<file path="src/rtl/display_frame_ctrl.sv">
// display_frame_ctrl: double-buffered 8x8 RGB frame store with frame-aligned swap.
// Optional column scrolling is enabled by defining DISPLAY_FRAME_CTRL_SCROLL_EN.
module display_frame_ctrl #(
    parameter int SCROLL_PERIOD = 50_000_000
) (
    input  logic       clk,
    input  logic       rst,
    input  logic       wr_valid,
    output logic       wr_ready,
    input  logic [2:0] wr_col,
    input  logic [2:0] wr_row,
    input  logic [2:0] wr_rgb,
    input  logic       clear_req,
    input  logic       commit_req,
    output logic       commit_done,
    input  logic [2:0] col_num,
    input  logic       col_data_capture,
    output logic [7:0] red_vect_out,
    output logic [7:0] green_vect_out,
    output logic [7:0] blue_vect_out,
    output logic       frame_sync
);

    typedef enum logic [1:0] {
        S_IDLE,
        S_CLEAR,
        S_WAIT_SWAP
    } state_t;

    state_t     state;
    logic       front_sel;
    logic       back_sel;
    logic [2:0] clr_idx;
    logic [2:0] offset;
    logic [2:0] rd_col;
    logic       frame_end;

    logic [7:0] mem_r [2][8];
    logic [7:0] mem_g [2][8];
    logic [7:0] mem_b [2][8];

    assign back_sel   = ~front_sel;
    assign frame_end  = col_data_capture && (col_num == 3'd7);
    assign frame_sync = frame_end;
    assign wr_ready   = (state == S_IDLE) && !rst;

    // Front-buffer column mux, shifted by the scroll offset
    assign rd_col         = col_num - offset;
    assign red_vect_out   = mem_r[front_sel][rd_col];
    assign green_vect_out = mem_g[front_sel][rd_col];
    assign blue_vect_out  = mem_b[front_sel][rd_col];

    // Control FSM: pixel writes, back-buffer clear and frame-aligned swap
    always_ff @(posedge clk) begin
        if (rst) begin
            state       <= S_IDLE;
            front_sel   <= 1'b0;
            clr_idx     <= 3'd0;
            commit_done <= 1'b0;
            for (int c = 0; c < 8; c++) begin
                for (int b = 0; b < 2; b++) begin
                    mem_r[b][c] <= 8'h00;
                    mem_g[b][c] <= 8'h00;
                    mem_b[b][c] <= 8'h00;
                end
            end
        end else begin
            commit_done <= 1'b0;
            unique case (state)
                S_IDLE: begin
                    if (wr_valid) begin
                        mem_r[back_sel][wr_col][wr_row] <= wr_rgb[2];
                        mem_g[back_sel][wr_col][wr_row] <= wr_rgb[1];
                        mem_b[back_sel][wr_col][wr_row] <= wr_rgb[0];
                    end
                    if (clear_req) begin
                        clr_idx <= 3'd0;
                        state   <= S_CLEAR;
                    end else if (commit_req) begin
                        state <= S_WAIT_SWAP;
                    end
                end
                S_CLEAR: begin
                    mem_r[back_sel][clr_idx] <= 8'h00;
                    mem_g[back_sel][clr_idx] <= 8'h00;
                    mem_b[back_sel][clr_idx] <= 8'h00;
                    clr_idx <= clr_idx + 3'd1;
                    if (clr_idx == 3'd7) begin
                        state <= S_IDLE;
                    end
                end
                S_WAIT_SWAP: begin
                    if (frame_end) begin
                        // Old back becomes front; its image is copied into the
                        // new back so drawing continues from what is shown.
                        front_sel <= back_sel;
                        for (int c = 0; c < 8; c++) begin
                            mem_r[front_sel][c] <= mem_r[back_sel][c];
                            mem_g[front_sel][c] <= mem_g[back_sel][c];
                            mem_b[front_sel][c] <= mem_b[back_sel][c];
                        end
                        commit_done <= 1'b1;
                        state       <= S_IDLE;
                    end
                end
                default: state <= S_IDLE;
            endcase
        end
    end

`ifdef DISPLAY_FRAME_CTRL_SCROLL_EN
    localparam int CNT_W = (SCROLL_PERIOD > 1) ? $clog2(SCROLL_PERIOD) : 1;

    logic [CNT_W-1:0] scroll_cnt;

    // Scroll timer: advance the display offset one column per period
    always_ff @(posedge clk) begin
        if (rst) begin
            scroll_cnt <= '0;
            offset     <= 3'd0;
        end else if (scroll_cnt == CNT_W'(SCROLL_PERIOD - 1)) begin
            scroll_cnt <= '0;
            offset     <= offset + 3'd1;
        end else begin
            scroll_cnt <= scroll_cnt + 1'b1;
        end
    end
`else
    // No scrolling: the image is shown unshifted
    assign offset = 3'(SCROLL_PERIOD * 0);
`endif

endmodule
</file>
<file path="config.mk">
export PLATFORM = sky130hd
export DESIGN_NAME = display_frame_ctrl
export DESIGN_NICKNAME = d
export VERILOG_FILES = /design/src/rtl/display_frame_ctrl.sv
export SDC_FILE = /design/constraint.sdc
export NUM_CORES = 1
export LEC_CHECK = 0
export BUFFER_PORTS_ARGS = -buffer_cell sky130_fd_sc_hd__buf_2
export CAP_MARGIN = 20
export CORE_MARGIN = 2
export CORE_UTILIZATION = 35
export CTS_CLUSTER_SIZE = 28
export DETAILED_ROUTE_END_ITERATION = 8
export MAX_ROUTING_LAYER = met4
export PLACE_DENSITY = 0.58
export RECOVER_POWER = 25
export SLEW_MARGIN = 20
export SYNTH_ARGS = -nofsm -noshare
export SYNTH_HDL_FRONTEND = slang
export SYNTH_SLANG_ARGS = --single-unit
</file>
<file path="constraint.sdc">
create_clock -name clk -period 3.3 [get_ports clk]
set_input_delay 0.495 -clock clk [delete_from_list [all_inputs] [get_ports clk]]
set_output_delay 0.495 -clock clk [all_outputs]
set_load 0.005 [all_outputs]
</file>
==> impl_metrics.json <==
{
  "leakagePower_uw": 0.007754,
  "min_period_over_period_pct": 94.73,
  "area.sequential_um2": 11700,
  "slew_viol_final": 0,
  "whs_path_depth": 3,
  "multi_input_area_um2": 9059,
  "end_kind": "output pin",
  "drive_gt1_share_pct": 16.07,
  "synth-edff-count": 384,
  "grt_util_all_layers_pct": 23.50,
  "drtPass1Iterations": 6,
  "netlist_area_um2": 21530,
  "cts_resized": 0,
  "synthTopCellsByArea": "edfxtp_1 (54%), a21oi_1 (9.4%), mux4_2 (9.4%)",
  "io_buffers": 44,
  "slew_headroom_pct": 21.75,
  "stdcell_area_um2": 24340,
  "synth_cells": 1890,
  "die_w_um": 252,
  "start_util_pct": 35.53,
  "startpoint_type": "register",
  "yosysMostFrequentCell": "a21oi_1",
  "synth-seq-cells": 392,
  "hold_viol": 0,
  "synth_fp_nets": 1910,
  "synth_ff_type": "edfxtp_1",
  "wirelength_mm": 73.49,
  "cap_violations": 0,
  "antenna_found_initial": 5,
  "first_global_vias": 16970,
  "row_count": 90,
  "grt_max_degree": 169,
  "overflow": 0,
  "cts.sinks": 392,
  "status": "completed",
  "arrival_ns": 2.63,
  "core_um2": 60580,
  "clockBufferDepth": 3,
  "die_area_um2": 63500,
  "htree_num_levels": 2,
  "total_power_uw": 11730,
  "globalplace.congestion": 0.8940,
  "setup_tns_ns": 0,
  "ys_seq_area_share_pct": 54.31,
  "grt_pass1_wl_mm": 109.3,
  "fp.dieH_um": 252,
  "powerDensity_nw_per_um2": 482.0,
  "cp_max_fo": 12,
  "cts_tree": "yes",
  "required_ns": 2.80,
  "cts-root-buf": "clkbuf_16",
  "ant_nets": 0,
  "ir_worst_vdd_mv": 0.3450,
  "nNetsFinal": 1912,
  "area_delta_synth_final_pct": 13.05,
  "ys_warn_count": 0,
  "ff2ff_path_depth": 6,
  "routedWlPerCell_um": 27.12,
  "drc_errors": 0,
  "holdPathEnd": "state[1]$_SDFFE_PP0P_",
  "place_area_um2": 22990,
  "setup_violations": 0,
  "clk_pin_slew_ns": 0.06,
  "synth_top_area_share_pct": 53.57,
  "ios": 45,
  "skew_ns": 0.02296,
  "hold_start": "commit_req",
  "cts_setup_buffers": 3,
  "synthDistinctLibCells": 43,
  "cts_hold_buf": 0,
  "synth_common_cells": "a21oi_1 (405), edfxtp_1 (384), nor3_1 (338)",
  "path_class": "register to output pin",
  "async_flop_share_pct": 0,
  "rsz0062_at_grt": "false",
  "avgSynthCellArea_um2": 11.39,
  "r2r-end": "mem_b[0][32]$_SDFFCE_PN0P_",
  "max_freq_mhz": 319.9,
  "vias_per_cell": 6.487,
  "yosysTopAreaCell": "edfxtp_1",
  "clk-insertion-delay-late_ns": 0.59,
  "vias": 17580,
  "drt_iter0_drc": 2325,
  "r2r-start": "state[1]$_SDFFE_PP0P_",
  "period_needed_ns": 3.126,
  "tightest_slew_ns": 1.167,
  "cts_buffers": 44,
  "hold_class": "input port to register",
  "rrSetupSlack_ns": 0.26,
  "fillers": 5755,
  "place_hpwl_mm": 47.86
}
-- sequential cells by signal, summed over array words and instances, names as in the netlist, named ones only --
signal       count
mem_b          128
mem_g          128
mem_r          128
clr_idx          3
state            2
commit_done      1
front_sel        1
-- kinds of logic after synthesis --
| logic type | synth area share [%] |
|---|---|
| compound gates | 18.87 |
| mux | 10.95 |
| xor+xnor | 0.04069 |
| simple gates | 11.88 |
| flops | 54.31 |
| buf+inv | 3.836 |
| fa+ha+maj | 0.1162 |
-- worst max path at each step --
stage / cells past startpoint / end / from
after floorplan: 5 / green_vect_out[0] / col_num[0]
after global placement: 7 / mem_r[0][23]$_SDFFCE_PN0P_ / col_num[0]
after detailed placement: 7 / mem_g[0][11]$_SDFFCE_PN0P_ / col_num[0]
after CTS: 6 / blue_vect_out[2] / register
after global routing: 6 / mem_b[0][32]$_SDFFCE_PN0P_ / state[0]$_SDFFE_PP0P_
final: 6 / blue_vect_out[2] / register
-- critical path: stages (launching register included) --
cell	delay (ns)
dfxtp_4	0.46
buf_12	0.19
buf_12	0.16
mux4_2	0.51
mux2i_1	0.41
a21oi_1	0.13
buf_2	0.17
-- cells in the final DEF (no fill, tap or decap), drive strengths merged, types with 33 or more instances in the layout --
cell / count
a21oi: 405
edfxtp: 384
nor3: 345
buf: 132
o21bai: 128
mux4: 90
a211oi: 85
clkbuf: 82
nor2: 46
mux2i: 33
-- where the power goes --
part	total [uW]	switching, uW	internal [uW]
combinational	988	639	349
sequential	5790	132	5660
clock	4950	2080	2870
total	11700	2850	8880
-- stage by stage --
step / util, % / hold WS (ns) / std cells / worst slack [ns]
floorplan: - / 0.4748 / 1890 / 0.7575
global placement: 37.93 / 0.5088 / 2623 / 0.2590
detailed placement: 37.95 / 0.5216 / 2624 / 0.2034
CTS: 40.30 / 0.1428 / 2704 / 0.1871
global route: 40.17 / 0.2011 / 2709 / 0.1249
finish: 40.17 / 0.1552 / 2710 / 0.1738
-- metal layers --
| layer | share of wire [%] | vias up | track usage (%) |
|---|---|---|---|
| met4 | 3.2 | 0 | 8.453 |
| met5 | 0 | - | - |
| li1 | - | 7500 | - |
| met1 | 41 | 8673 | 32.54 |
| met3 | 13 | 170 | 5.963 |
| met2 | 43 | 1237 | 33.33 |
-- cell type report --
cell class / instances / share of cell area [%]
tap: 782 / 4.021
inverter: 5 / 0.07712
clock buffer: 54 / 4.766
antenna: 5 / 0.05141
multi-input combinational: 1289 / 37.22
sequential: 392 / 48.06
clock inverter: 23 / 0.9460
timing repair buffer: 160 / 4.859
No activity file was read; power rests on OpenSTA's default activity.
